<file path="config.mk">
export PLATFORM = sky130hd
export DESIGN_NAME = elink_axi_wr_master
export DESIGN_NICKNAME = d
export VERILOG_FILES = /design/src/rtl/elink_axi_pkg.sv /design/src/rtl/elink_id_fifo.sv /design/src/rtl/elink_axi_wr_master.sv
export SDC_FILE = /design/constraint.sdc
export NUM_CORES = 1
export LEC_CHECK = 0
export CAP_MARGIN = 10
export CORE_MARGIN = 10
export CORE_UTILIZATION = 48
export CTS_BUF_LIST = sky130_fd_sc_hd__clkbuf_4 sky130_fd_sc_hd__clkbuf_8
export DETAILED_ROUTE_END_ITERATION = 8
export PLACE_DENSITY = 0.79
export SYNTH_ARGS = -nofsm -noshare
export SYNTH_HDL_FRONTEND = slang
export SYNTH_SLANG_ARGS = --single-unit
</file>
<file path="constraint.sdc">
create_clock -name m_axi_aclk -period 3.5 [get_ports m_axi_aclk]
set_input_delay 0.35 -clock m_axi_aclk [delete_from_list [all_inputs] [get_ports m_axi_aclk]]
set_output_delay 0.35 -clock m_axi_aclk [all_outputs]
set_load 0.02 [all_outputs]
</file>
<file path="src/rtl/elink_axi_pkg.sv">
// Shared AXI3 constants and types for the elink write master.
package elink_axi_pkg;

  localparam int ID_W_DEF = 12;

  localparam logic [2:0] AXI_SIZE_4B      = 3'b010;
  localparam logic [1:0] AXI_BURST_INCR   = 2'b01;
  localparam logic [3:0] AXI_CACHE_BUFMOD = 4'b0011;

  localparam logic [1:0] AXI_RESP_OKAY   = 2'b00;
  localparam logic [1:0] AXI_RESP_EXOKAY = 2'b01;
  localparam logic [1:0] AXI_RESP_SLVERR = 2'b10;
  localparam logic [1:0] AXI_RESP_DECERR = 2'b11;

  typedef logic [ID_W_DEF-1:0] axi_id_t;

  // Saturating 16-bit increment used by the error counter.
  function automatic logic [15:0] sat_inc16(input logic [15:0] v);
    return (v == 16'hFFFF) ? v : v + 16'd1;
  endfunction

endpackage

</file>
<file path="src/rtl/elink_id_fifo.sv">
// Small synchronous FIFO holding the IDs of writes awaiting a B response.
// Push and pop may happen in the same cycle, including when full.
module elink_id_fifo
  import elink_axi_pkg::*;
#(
  parameter int WIDTH = ID_W_DEF,
  parameter int DEPTH = 4
) (
  input  logic             clk,
  input  logic             rst_n,
  input  logic             push,
  input  logic [WIDTH-1:0] push_data,
  input  logic             pop,
  output logic [WIDTH-1:0] pop_data,
  output logic             empty,
  output logic             full
);

  localparam int PTR_W = (DEPTH > 1) ? $clog2(DEPTH) : 1;
  localparam int CNT_W = $clog2(DEPTH + 1);

  logic [WIDTH-1:0] mem [DEPTH];
  logic [PTR_W-1:0] wr_ptr;
  logic [PTR_W-1:0] rd_ptr;
  logic [CNT_W-1:0] count;
  logic             push_ok;
  logic             pop_ok;

  assign empty    = (count == '0);
  assign full     = (count == CNT_W'(DEPTH));
  assign pop_ok   = pop && !empty;
  assign push_ok  = push && (!full || pop_ok);
  assign pop_data = mem[rd_ptr];

  // Advance a pointer, wrapping at the configured depth (which need not fill the pointer range).
  function automatic logic [PTR_W-1:0] ptr_inc(input logic [PTR_W-1:0] p);
    return (p == PTR_W'(DEPTH - 1)) ? '0 : p + PTR_W'(1);
  endfunction

  // Storage array; contents are don't-care until written, so it carries no reset.
  always_ff @(posedge clk) begin
    if (push_ok) begin
      mem[wr_ptr] <= push_data;
    end
  end

  // Pointer and occupancy bookkeeping.
  always_ff @(posedge clk or negedge rst_n) begin
    if (!rst_n) begin
      wr_ptr <= '0;
      rd_ptr <= '0;
      count  <= '0;
    end else begin
      if (push_ok) begin
        wr_ptr <= ptr_inc(wr_ptr);
      end
      if (pop_ok) begin
        rd_ptr <= ptr_inc(rd_ptr);
      end
      case ({push_ok, pop_ok})
        2'b10:   count <= count + CNT_W'(1);
        2'b01:   count <= count - CNT_W'(1);
        default: count <= count;
      endcase
    end
  end

endmodule

</file>
<file path="src/rtl/elink_axi_wr_master.sv">
// Single-beat AXI3 write master feeding the elink slave write port.
// One host request becomes one AW beat plus one W beat; B responses are
// matched in order against the IDs that were issued.
module elink_axi_wr_master
  import elink_axi_pkg::*;
#(
  parameter int ID_W    = 12,
  parameter int MAX_OUT = 4,
  parameter int ID_BASE = 0
) (
  input  logic            m_axi_aclk,
  input  logic            m_axi_aresetn,

  input  logic            req_valid,
  output logic            req_ready,
  input  logic [31:0]     req_addr,
  input  logic [31:0]     req_data,
  input  logic [3:0]      req_strb,

  output logic            m_axi_awvalid,
  input  logic            m_axi_awready,
  output logic [31:0]     m_axi_awaddr,
  output logic [ID_W-1:0] m_axi_awid,
  output logic [7:0]      m_axi_awlen,
  output logic [2:0]      m_axi_awsize,
  output logic [1:0]      m_axi_awburst,
  output logic [1:0]      m_axi_awlock,
  output logic [3:0]      m_axi_awcache,
  output logic [2:0]      m_axi_awprot,
  output logic [3:0]      m_axi_awqos,

  output logic            m_axi_wvalid,
  input  logic            m_axi_wready,
  output logic [31:0]     m_axi_wdata,
  output logic [3:0]      m_axi_wstrb,
  output logic [ID_W-1:0] m_axi_wid,
  output logic            m_axi_wlast,

  input  logic            m_axi_bvalid,
  output logic            m_axi_bready,
  input  logic [ID_W-1:0] m_axi_bid,
  input  logic [1:0]      m_axi_bresp,

  output logic            resp_valid,
  output logic            resp_err,
  output logic [15:0]     err_count,
  output logic [4:0]      outstanding
);

  logic [ID_W-1:0] next_id;
  logic [ID_W-1:0] fifo_head;
  logic            fifo_empty;
  logic            fifo_full;
  logic            accept;
  logic            aw_hs;
  logic            w_hs;
  logic            b_hs;
  logic            b_err;

  // Every beat is a single 4-byte INCR transfer with bufferable/modifiable cache attributes.
  assign m_axi_awlen   = 8'd0;
  assign m_axi_awsize  = AXI_SIZE_4B;
  assign m_axi_awburst = AXI_BURST_INCR;
  assign m_axi_awlock  = 2'b00;
  assign m_axi_awcache = AXI_CACHE_BUFMOD;
  assign m_axi_awprot  = 3'b000;
  assign m_axi_awqos   = 4'b0000;
  assign m_axi_wlast   = 1'b1;

  // Ready depends on registered state only so the requester never sees a
  // combinational loop through req_valid. The FIFO flags always track
  // outstanding; folding them in keeps the two views from ever diverging.
  assign req_ready    = !m_axi_awvalid && !m_axi_wvalid &&
                        (outstanding < 5'(MAX_OUT)) && !fifo_full;
  assign m_axi_bready = (outstanding != 5'd0) && !fifo_empty;

  assign accept = req_valid && req_ready;
  assign aw_hs  = m_axi_awvalid && m_axi_awready;
  assign w_hs   = m_axi_wvalid && m_axi_wready;
  assign b_hs   = m_axi_bvalid && m_axi_bready;
  assign b_err  = (m_axi_bresp != AXI_RESP_OKAY) || (m_axi_bid != fifo_head);

  elink_id_fifo #(
    .WIDTH (ID_W),
    .DEPTH (MAX_OUT)
  ) u_id_fifo (
    .clk       (m_axi_aclk),
    .rst_n     (m_axi_aresetn),
    .push      (accept),
    .push_data (next_id),
    .pop       (b_hs),
    .pop_data  (fifo_head),
    .empty     (fifo_empty),
    .full      (fifo_full)
  );

  // Capture the request payload and ID; held stable while either valid is up.
  always_ff @(posedge m_axi_aclk or negedge m_axi_aresetn) begin
    if (!m_axi_aresetn) begin
      m_axi_awaddr <= '0;
      m_axi_wdata  <= '0;
      m_axi_wstrb  <= '0;
      m_axi_awid   <= '0;
      m_axi_wid    <= '0;
    end else if (accept) begin
      m_axi_awaddr <= req_addr;
      m_axi_wdata  <= req_data;
      m_axi_wstrb  <= req_strb;
      m_axi_awid   <= next_id;
      m_axi_wid    <= next_id;
    end
  end

  // AW and W valids rise together on accept and fall independently on their own handshakes.
  always_ff @(posedge m_axi_aclk or negedge m_axi_aresetn) begin
    if (!m_axi_aresetn) begin
      m_axi_awvalid <= 1'b0;
      m_axi_wvalid  <= 1'b0;
    end else begin
      if (accept) begin
        m_axi_awvalid <= 1'b1;
      end else if (aw_hs) begin
        m_axi_awvalid <= 1'b0;
      end
      if (accept) begin
        m_axi_wvalid <= 1'b1;
      end else if (w_hs) begin
        m_axi_wvalid <= 1'b0;
      end
    end
  end

  // Next ID to issue; wraps naturally at the ID width.
  always_ff @(posedge m_axi_aclk or negedge m_axi_aresetn) begin
    if (!m_axi_aresetn) begin
      next_id <= ID_W'(ID_BASE);
    end else if (accept) begin
      next_id <= next_id + ID_W'(1);
    end
  end

  // Writes issued but not yet responded; an accept and a B handshake together cancel out.
  always_ff @(posedge m_axi_aclk or negedge m_axi_aresetn) begin
    if (!m_axi_aresetn) begin
      outstanding <= 5'd0;
    end else begin
      case ({accept, b_hs})
        2'b10:   outstanding <= outstanding + 5'd1;
        2'b01:   outstanding <= outstanding - 5'd1;
        default: outstanding <= outstanding;
      endcase
    end
  end

  // One-cycle response pulse per B handshake, flagging bad status or an out-of-order ID.
  always_ff @(posedge m_axi_aclk or negedge m_axi_aresetn) begin
    if (!m_axi_aresetn) begin
      resp_valid <= 1'b0;
      resp_err   <= 1'b0;
    end else begin
      resp_valid <= b_hs;
      resp_err   <= b_hs && b_err;
    end
  end

  // Saturating tally of errored responses, bumped on each resp_err pulse.
  always_ff @(posedge m_axi_aclk or negedge m_axi_aresetn) begin
    if (!m_axi_aresetn) begin
      err_count <= 16'd0;
    end else if (resp_err) begin
      err_count <= sat_inc16(err_count);
    end
  end

endmodule

</file>
==> impl_metrics.csv, run 1 <==
group,metric,value,unit
status,status,"finished clean",
grt,track_usage,17.3,%
clocking,clock_latency,0.45,ns
power,p_int,4.90,mW
setup_path,slowest_delay,0.41,ns
synthesis,ys_ff_latch,172,
setup_path,crit_chain,"or3_1, nor3_1, nor2_1, and2_0, ha_1, ha_1, nor2b_1, o21ai_0, a21oi_1, nor3_1, xor2_1",
synthesis,syn_area,7370,um^2
flow_run,drv_cap,0,
sta,max_freq,0.343,GHz
grt,grt_max_degree,63,
die,coreArea,15100,um^2
power,fin_total_pwr,7.80,mW
finish,syn2layout_area_growth,33.3,%
clocking,cts_buffers,17,
setup_path,r2r-start,"outstanding[4]",
synthesis,synth-simple-area-share,17.5,%
clocking,hold_buffers,1,
synthesis,syn_avg_cell_area,11.2,um^2
placed_design,place_area,9400,um^2
power,power_leakage,4.48,nW
setup_path,critPathLaunch,"outstanding[4]",
routing,ant_nets,0,
sta,finalCritPeriodShare,83.4,%
synthesis,synth_flop_cell,"dfrtp_1",
power,peakVddDrop,0.474,mV
synthesis,synthArstFlopShare,72.1,%
routing,via_per_inst,4.82,
worst_hold_path,hold_depth,3,
setup_path,path_class,"flop to flop",
die,initial_core_util,48.7,%
clocking,cts-root-to-sink-buffers,2,
sta,fin_skew,0.0123,ns
grt,grt_pass1_vias,5240,
finish,final_area,9830,um^2
power,pwr-share-seq,39.7,%
clocking,cts_setup_buffers,0,
sta,setup_viol,0,
power,p_clk_share,18.9,%
sta,period_minus_slack,2.92,ns
grt,grt_pass1_wl,27800,um
setup_path,worstSetupEndpointType,"flop",
grt,antenna_found_initial,0,
die,die_area,20700,um^2
setup_path,cp_max_fo,5,
grt,grt-ovfl-total,0,
power,p_switching,2.90,mW
synthesis,synth.area.mux_share,4.87,%
die,rows,45,
routing,routed_wl,17800,um
placed_design,port_buffers,206,
synthesis,seq_area_frac_synth,61.6,%
finish,final_layout_size_suffix_gt1_share,5.21,%
synthesis,synth_compound_area_share,1.54,%
routing,drc_errors,0,
setup_path,reg2regPathDepth,11,
sta,drv_slew,0,
worst_hold_path,min_path_type,"input port to flop",
clocking,htreeDepth,4,
clocking,cts_resized,0,
die,dieWidth,144,um
clocking,cts.reportedPaths.clkPinSlew,0.10,ns
power,p_per_area,794,nW/um^2
setup_path,critPathSlowestCell,"dfrtp_1",
worst_hold_path,worstHoldStart,"req_data[31]",
routing,drtIter0Drc,249,
placed_design,hpwl,12900,um
synthesis,synth-xor-area-share,5.11,%
power,power_frac_comb,41.4,%
placed_design,gp_congestion,0.811,
synthesis,synth_fa_ha_area_share,2.58,%
synthesis,synth-edff-count,48,
finish,final_util,64.9,%
synthesis,synth.distinct_cells,44,
setup_path,cp.arrival,3.30,ns
setup_path,crit_required,3.88,ns
setup_path,crit_path_start_kind,"flop",
finish,diodes,0,
sta,fin_setup_tns,0,ns
clocking,clock_sinks,172,
power,p_sw_share,37.2,%
synthesis,synthCells,657,
routing,dr_total_vias,5069,
sta,rsz0062_at_grt,"no",
die,die_h,144,um
synthesis,synth_top_family_by_area,"simple AND/OR/NAND/NOR gates",
clocking,cts_tree,"built",
sta,worst_slew_pin_slew,1.15,ns
routing,wl_per_cell,16.9,um
finish,nets,953,
sta,finalHoldViolCount,0,
clocking,root_buffer,"clkbuf_8",
sta,slew_headroom,23.0,%
setup_path,rrSetupSlack,0.58,ns
routing,dr.pass1.iters,4,
die,ios,234,
synthesis,yosys_warnings,0,
==> stage by stage <==
step	worst slack, ns	hold slack, ns	instances
after global placement	0.694	0.456	1019
after floorplan	0.730	0.0544	682
after detailed placement	0.616	0.461	1019
after CTS	0.574	0.381	1052
final	0.581	0.419	1052
after global routing	0.379	0.396	1052
==> final timing paths <==
| path | end |
|---|---|
| worst max-delay path | outstanding[4] |
| worst min-delay path | m_axi_wdata[31] |
| worst max register to register | outstanding[4] |
| worst min register to register | m_axi_awaddr[15] |
| max in group asynchronous | m_axi_awaddr[12] |
| min in group asynchronous | m_axi_wdata[7] |
==> power groups by stage <==
| stage | Sequential, mW | Clock, mW | Combinational (mW) |
|---|---|---|---|
| 3_3_place_gp | 3.11 | 0 | 3.23 |
| 3_5_place_dp | 3.13 | 0 | 3.27 |
| 2_1_floorplan | 3.56 | 0 | 1.41 |
| 4_1_cts | 3.10 | 1.50 | 3.28 |
| 5_1_grt | 3.19 | 1.58 | 3.54 |
| 6_report | 3.10 | 1.47 | 3.23 |
==> layer usage <==
layer	GRT usage [%]	up-vias	part of all wire (%)
met2	27.2	173	48
met4	6.02	0	1.4
li1	-	2460	-
met1	19.7	2417	39
met3	9.14	19	12
met5	0	-	0
==> synth_stat cells, types with 2 or more instances <==
| master | count | area [um^2] |
|---|---|---|
| buf_4 | 40 | 300 |
| xnor2_1 | 29 | 254 |
| nand3_1 | 10 | 50.1 |
| nand4_1 | 9 | 56.3 |
| edfxtp_1 | 48 | 1440 |
| clkbuf_1 | 6 | 22.5 |
| fa_1 | 2 | 40.0 |
| inv_1 | 15 | 56.3 |
| nor4_1 | 3 | 18.8 |
| a21oi_1 | 2 | 10.0 |
| and3_1 | 8 | 50.1 |
| buf_2 | 14 | 70.1 |
| mux4_1 | 12 | 315 |
| dfrtp_1 | 124 | 3100 |
| o21ai_0 | 9 | 45.0 |
| mux2_2 | 3 | 33.8 |
| ha_1 | 12 | 150 |
| and2_1 | 6 | 37.5 |
| xor2_1 | 14 | 123 |
| nand2_1 | 255 | 957 |
| nor3_1 | 4 | 20.0 |
| nor2_1 | 9 | 33.8 |
| conb_1 | 2 | 7.51 |
==> sequential cells by signal, indices dropped and copies added (netlist names) <==
signal and cells:
m_axi_wid 12, u_id_fifo.mem 48, outstanding 5, m_axi_awvalid 1, m_axi_awaddr 32, u_id_fifo.count 3, next_id 12, m_axi_wvalid 1
err_count 16, u_id_fifo.rd_ptr 2, u_id_fifo.wr_ptr 2, resp_valid 1, resp_err 1, m_axi_wdata 32, m_axi_wstrb 4
==> final cells by class <==
type / count / area (um^2)
clock buffer: 19 / 255
clock inverter: 13 / 166
fill: 1167 / 5320
inverter: 16 / 60.1
multi-input combinational: 431 / 2440
sequential: 172 / 4540
tap: 188 / 235
timing repair buffer: 213 / 2130
==> cell usage in the layout (no fill, tap or decap), types with 2 or more instances in the layout <==
cell type        count
nor3_1               4
fa_1                 2
clkinv_2             3
nand4_1              9
and3_1               8
and2_1               6
mux2_2               3
dfrtp_1            124
inv_1               15
xor2_1              14
bufinv_16            3
mux4_1              12
nor2_1               9
ha_1                12
clkinv_4             3
o21ai_0              9
nand3_1             10
xnor2_1             29
buf_4                6
clkbuf_8            18
clkinvlp_4           2
nand2_1            255
conb_1              27
edfxtp_1            48
a21oi_1              2
clkdlybuf4s50_1    205
nor4_1               3
==> cells by family after synthesis <==
family / after synthesis
AND/OR/NAND/NOR: 313
flip-flops: 172
buffers and inverters: 79
XOR/XNOR: 43
AO/OA/AOI/OAI: 18
multiplexers: 16
adder cells (fa/ha/maj): 14
other: 2
==> worst max-delay path: cells and delay by family (launching register included) <==
family	cells	cell delay [ns]
compound gates	2	0.30
xor+xnor	1	0.18
fa+ha+maj	2	0.64
flops	1	0.41
simple gates	6	1.32
No activity file was read; power rests on OpenSTA's default activity.
==> inputs of run 2 (changes only) <==
==> constraint.sdc (replaced) <==
create_clock -name m_axi_aclk -period 2.8 [get_ports m_axi_aclk]
set_input_delay 0.28 -clock m_axi_aclk [delete_from_list [all_inputs] [get_ports m_axi_aclk]]
set_output_delay 0.28 -clock m_axi_aclk [all_outputs]
set_load 0.02 [all_outputs]
==> impl_metrics.csv, run 2 (synthesis results as in run 1) <==
group,metric,value,unit
status,status,"finished clean",
setup_path,crit_chain,"or3_1, nor3_1, nor2_1, and2_0, ha_2, ha_4, nor2b_1, o21ai_1, and3_1, nor3_1, xor2_1",
placed_design,place_area,9450,um^2
finish,final_area,9870,um^2
sta,fin_skew,0.0129,ns
power,p_per_area,979,nW/um^2
setup_path,path_common_cell,"nor3_1",
routing,dr.pass1.iters,4,
finish,largest_register_ff_count,48,
power,peakVddDrop,0.681,mV
die,dieWidth,144,um
finish,nets,957,
sta,drv_slew,0,
clocking,htreeDepth,4,
power,power_frac_comb,42.4,%
finish,seq_area,4550,um^2
clocking,cts_tree,"built",
finish,top_regs,"u_id_fifo.mem: 48 flops, m_axi_awaddr: 32 flops, m_axi_wdata: 32 flops",
routing,drtIter0Drc,215,
grt,antenna_found_initial,0,
grt,grt_pass1_vias,5249,
clocking,cts.reportedPaths.clkPinSlew,0.10,ns
power,pwr-share-seq,40.1,%
sta,worst_slew_pin_slew,0.923,ns
routing,routed_wl,17900,um
finish,largest_register,"u_id_fifo.mem",
grt,track_usage,17.9,%
finish,diodes,0,
sta,finalHoldViolCount,0,
die,coreArea,15100,um^2
die,initial_core_util,48.7,%
flow_run,drv_cap,0,
grt,grt_pass1_wl,28900,um
die,die_area,20700,um^2
setup_path,rrSetupSlack,0.21,ns
setup_path,worstSetupEndpointType,"flop",
worst_hold_path,min_path_type,"input port to async pin",
finish,syn2layout_area_growth,33.8,%
finish,final_common_cell,"nand2_1",
setup_path,crit_required,3.17,ns
routing,dr_total_vias,5091,
clocking,cts-root-to-sink-buffers,2,
sta,finalCritPeriodShare,92.5,%
routing,via_per_inst,4.82,
clocking,root_buffer,"clkbuf_8",
setup_path,cp_max_fo,4,
finish,nFillCells,1195,
sta,rsz0062_at_grt,"no",
clocking,cts_buffers,17,
clocking,clock_latency,0.45,ns
placed_design,gp_congestion,0.796,
sta,slew_headroom,38.5,%
setup_path,cp.arrival,2.96,ns
die,die_h,144,um
clocking,clock_sinks,172,
placed_design,hpwl,13000,um
setup_path,critPathSlowestCell,"or3_1",
setup_path,critPathLaunch,"outstanding[4]",
finish,mostFrequentLayoutCells,"255 x nand2_1, 205 x clkdlybuf4s50_1, 123 x dfrtp_1",
setup_path,r2r-start,"outstanding[4]",
setup_path,slowest_delay,0.42,ns
power,p_sw_share,37.7,%
sta,period_minus_slack,2.59,ns
sta,holdWs,0.179,ns
finish,final_layout_size_suffix_gt1_share,5.99,%
placed_design,port_buffers,206,
power,power_leakage,4.48,nW
routing,drc_errors,0,
finish,multi_input_area,2460,um^2
grt,grt_max_degree,87,
grt,grt-ovfl-total,0,
setup_path,crit_path_start_kind,"flop",
power,p_clk_share,17.5,%
power,p_switching,3.64,mW
die,rows,45,
power,p_int,6.02,mW
setup_path,path_class,"flop to flop",
sta,max_freq,0.386,GHz
sta,fin_setup_tns,0,ns
sta,setup_viol,0,
routing,wl_per_cell,17.0,um
die,ios,234,
routing,ant_nets,0,
==> run 2: routing by layer <==
layer	vias to the layer above	wire (um)	track usage (%)
met4	0	163	5.32
met3	13	1960	8.98
met2	166	8620	28.1
met5	-	0	0
met1	2443	7170	21.2
li1	2469	-	-
==> run 2: what timing repair did <==
action	CTS	global route
setup endpoints to repair	0	1
setup buffers	0	0
gates resized for setup	0	5
hold buffers	1	0
hold endpoints to repair	98	0
==> run 2: metrics by stage <==
step	std cells	power (mW)	utilization, %	setup WS [ns]
after global routing	1056	10.4	65.1	0.0349
after global placement	1023	7.95	62.4	0.176
final	1056	9.66	65.1	0.211
after CTS	1056	9.77	65.0	0.0157
after detailed placement	1023	8.06	62.4	0.0555
after floorplan	682	6.21	-	0.0301
==> run 2: power groups by stage <==
stage | clock (mW) | sequential (mW) | combinational (mW)
2_1_floorplan | 0 | 4.45 | 1.76
5_1_grt | 1.85 | 4.00 | 4.52
6_report | 1.69 | 3.87 | 4.10
3_3_place_gp | 0 | 3.89 | 4.06
4_1_cts | 1.74 | 3.88 | 4.15
3_5_place_dp | 0 | 3.92 | 4.13
==> run 2: layout make-up <==
cell class                 instances  share of cell area [%]
inverter                          16                   0.609
tap                              188                    2.38
clock inverter                    11                    1.10
sequential                       172                    46.1
clock buffer                      21                    2.80
multi-input combinational        431                    24.9
timing repair buffer             217                    22.1
==> run 2: final timing paths <==
check / endpoint / depth (start not counted)
worst max-delay path: outstanding[4] / 11
worst max register to register: outstanding[4] / 11
max in group asynchronous: m_axi_awaddr[8] / 3
min in group m_axi_aclk: m_axi_wdata[10] / 3
worst min register to register: m_axi_awaddr[14] / 2
worst min-delay path: m_axi_wdata[7] / 2
==> run 2: worst max-delay path: cells and delay by family, from the launching register on <==
kind	cells	cell delay (ns)
AND/OR/NAND/NOR	7	1.37
XOR/XNOR	1	0.16
adder cells (fa/ha/maj)	2	0.51
flip-flops	1	0.41
AO/OA/AOI/OAI	1	0.08
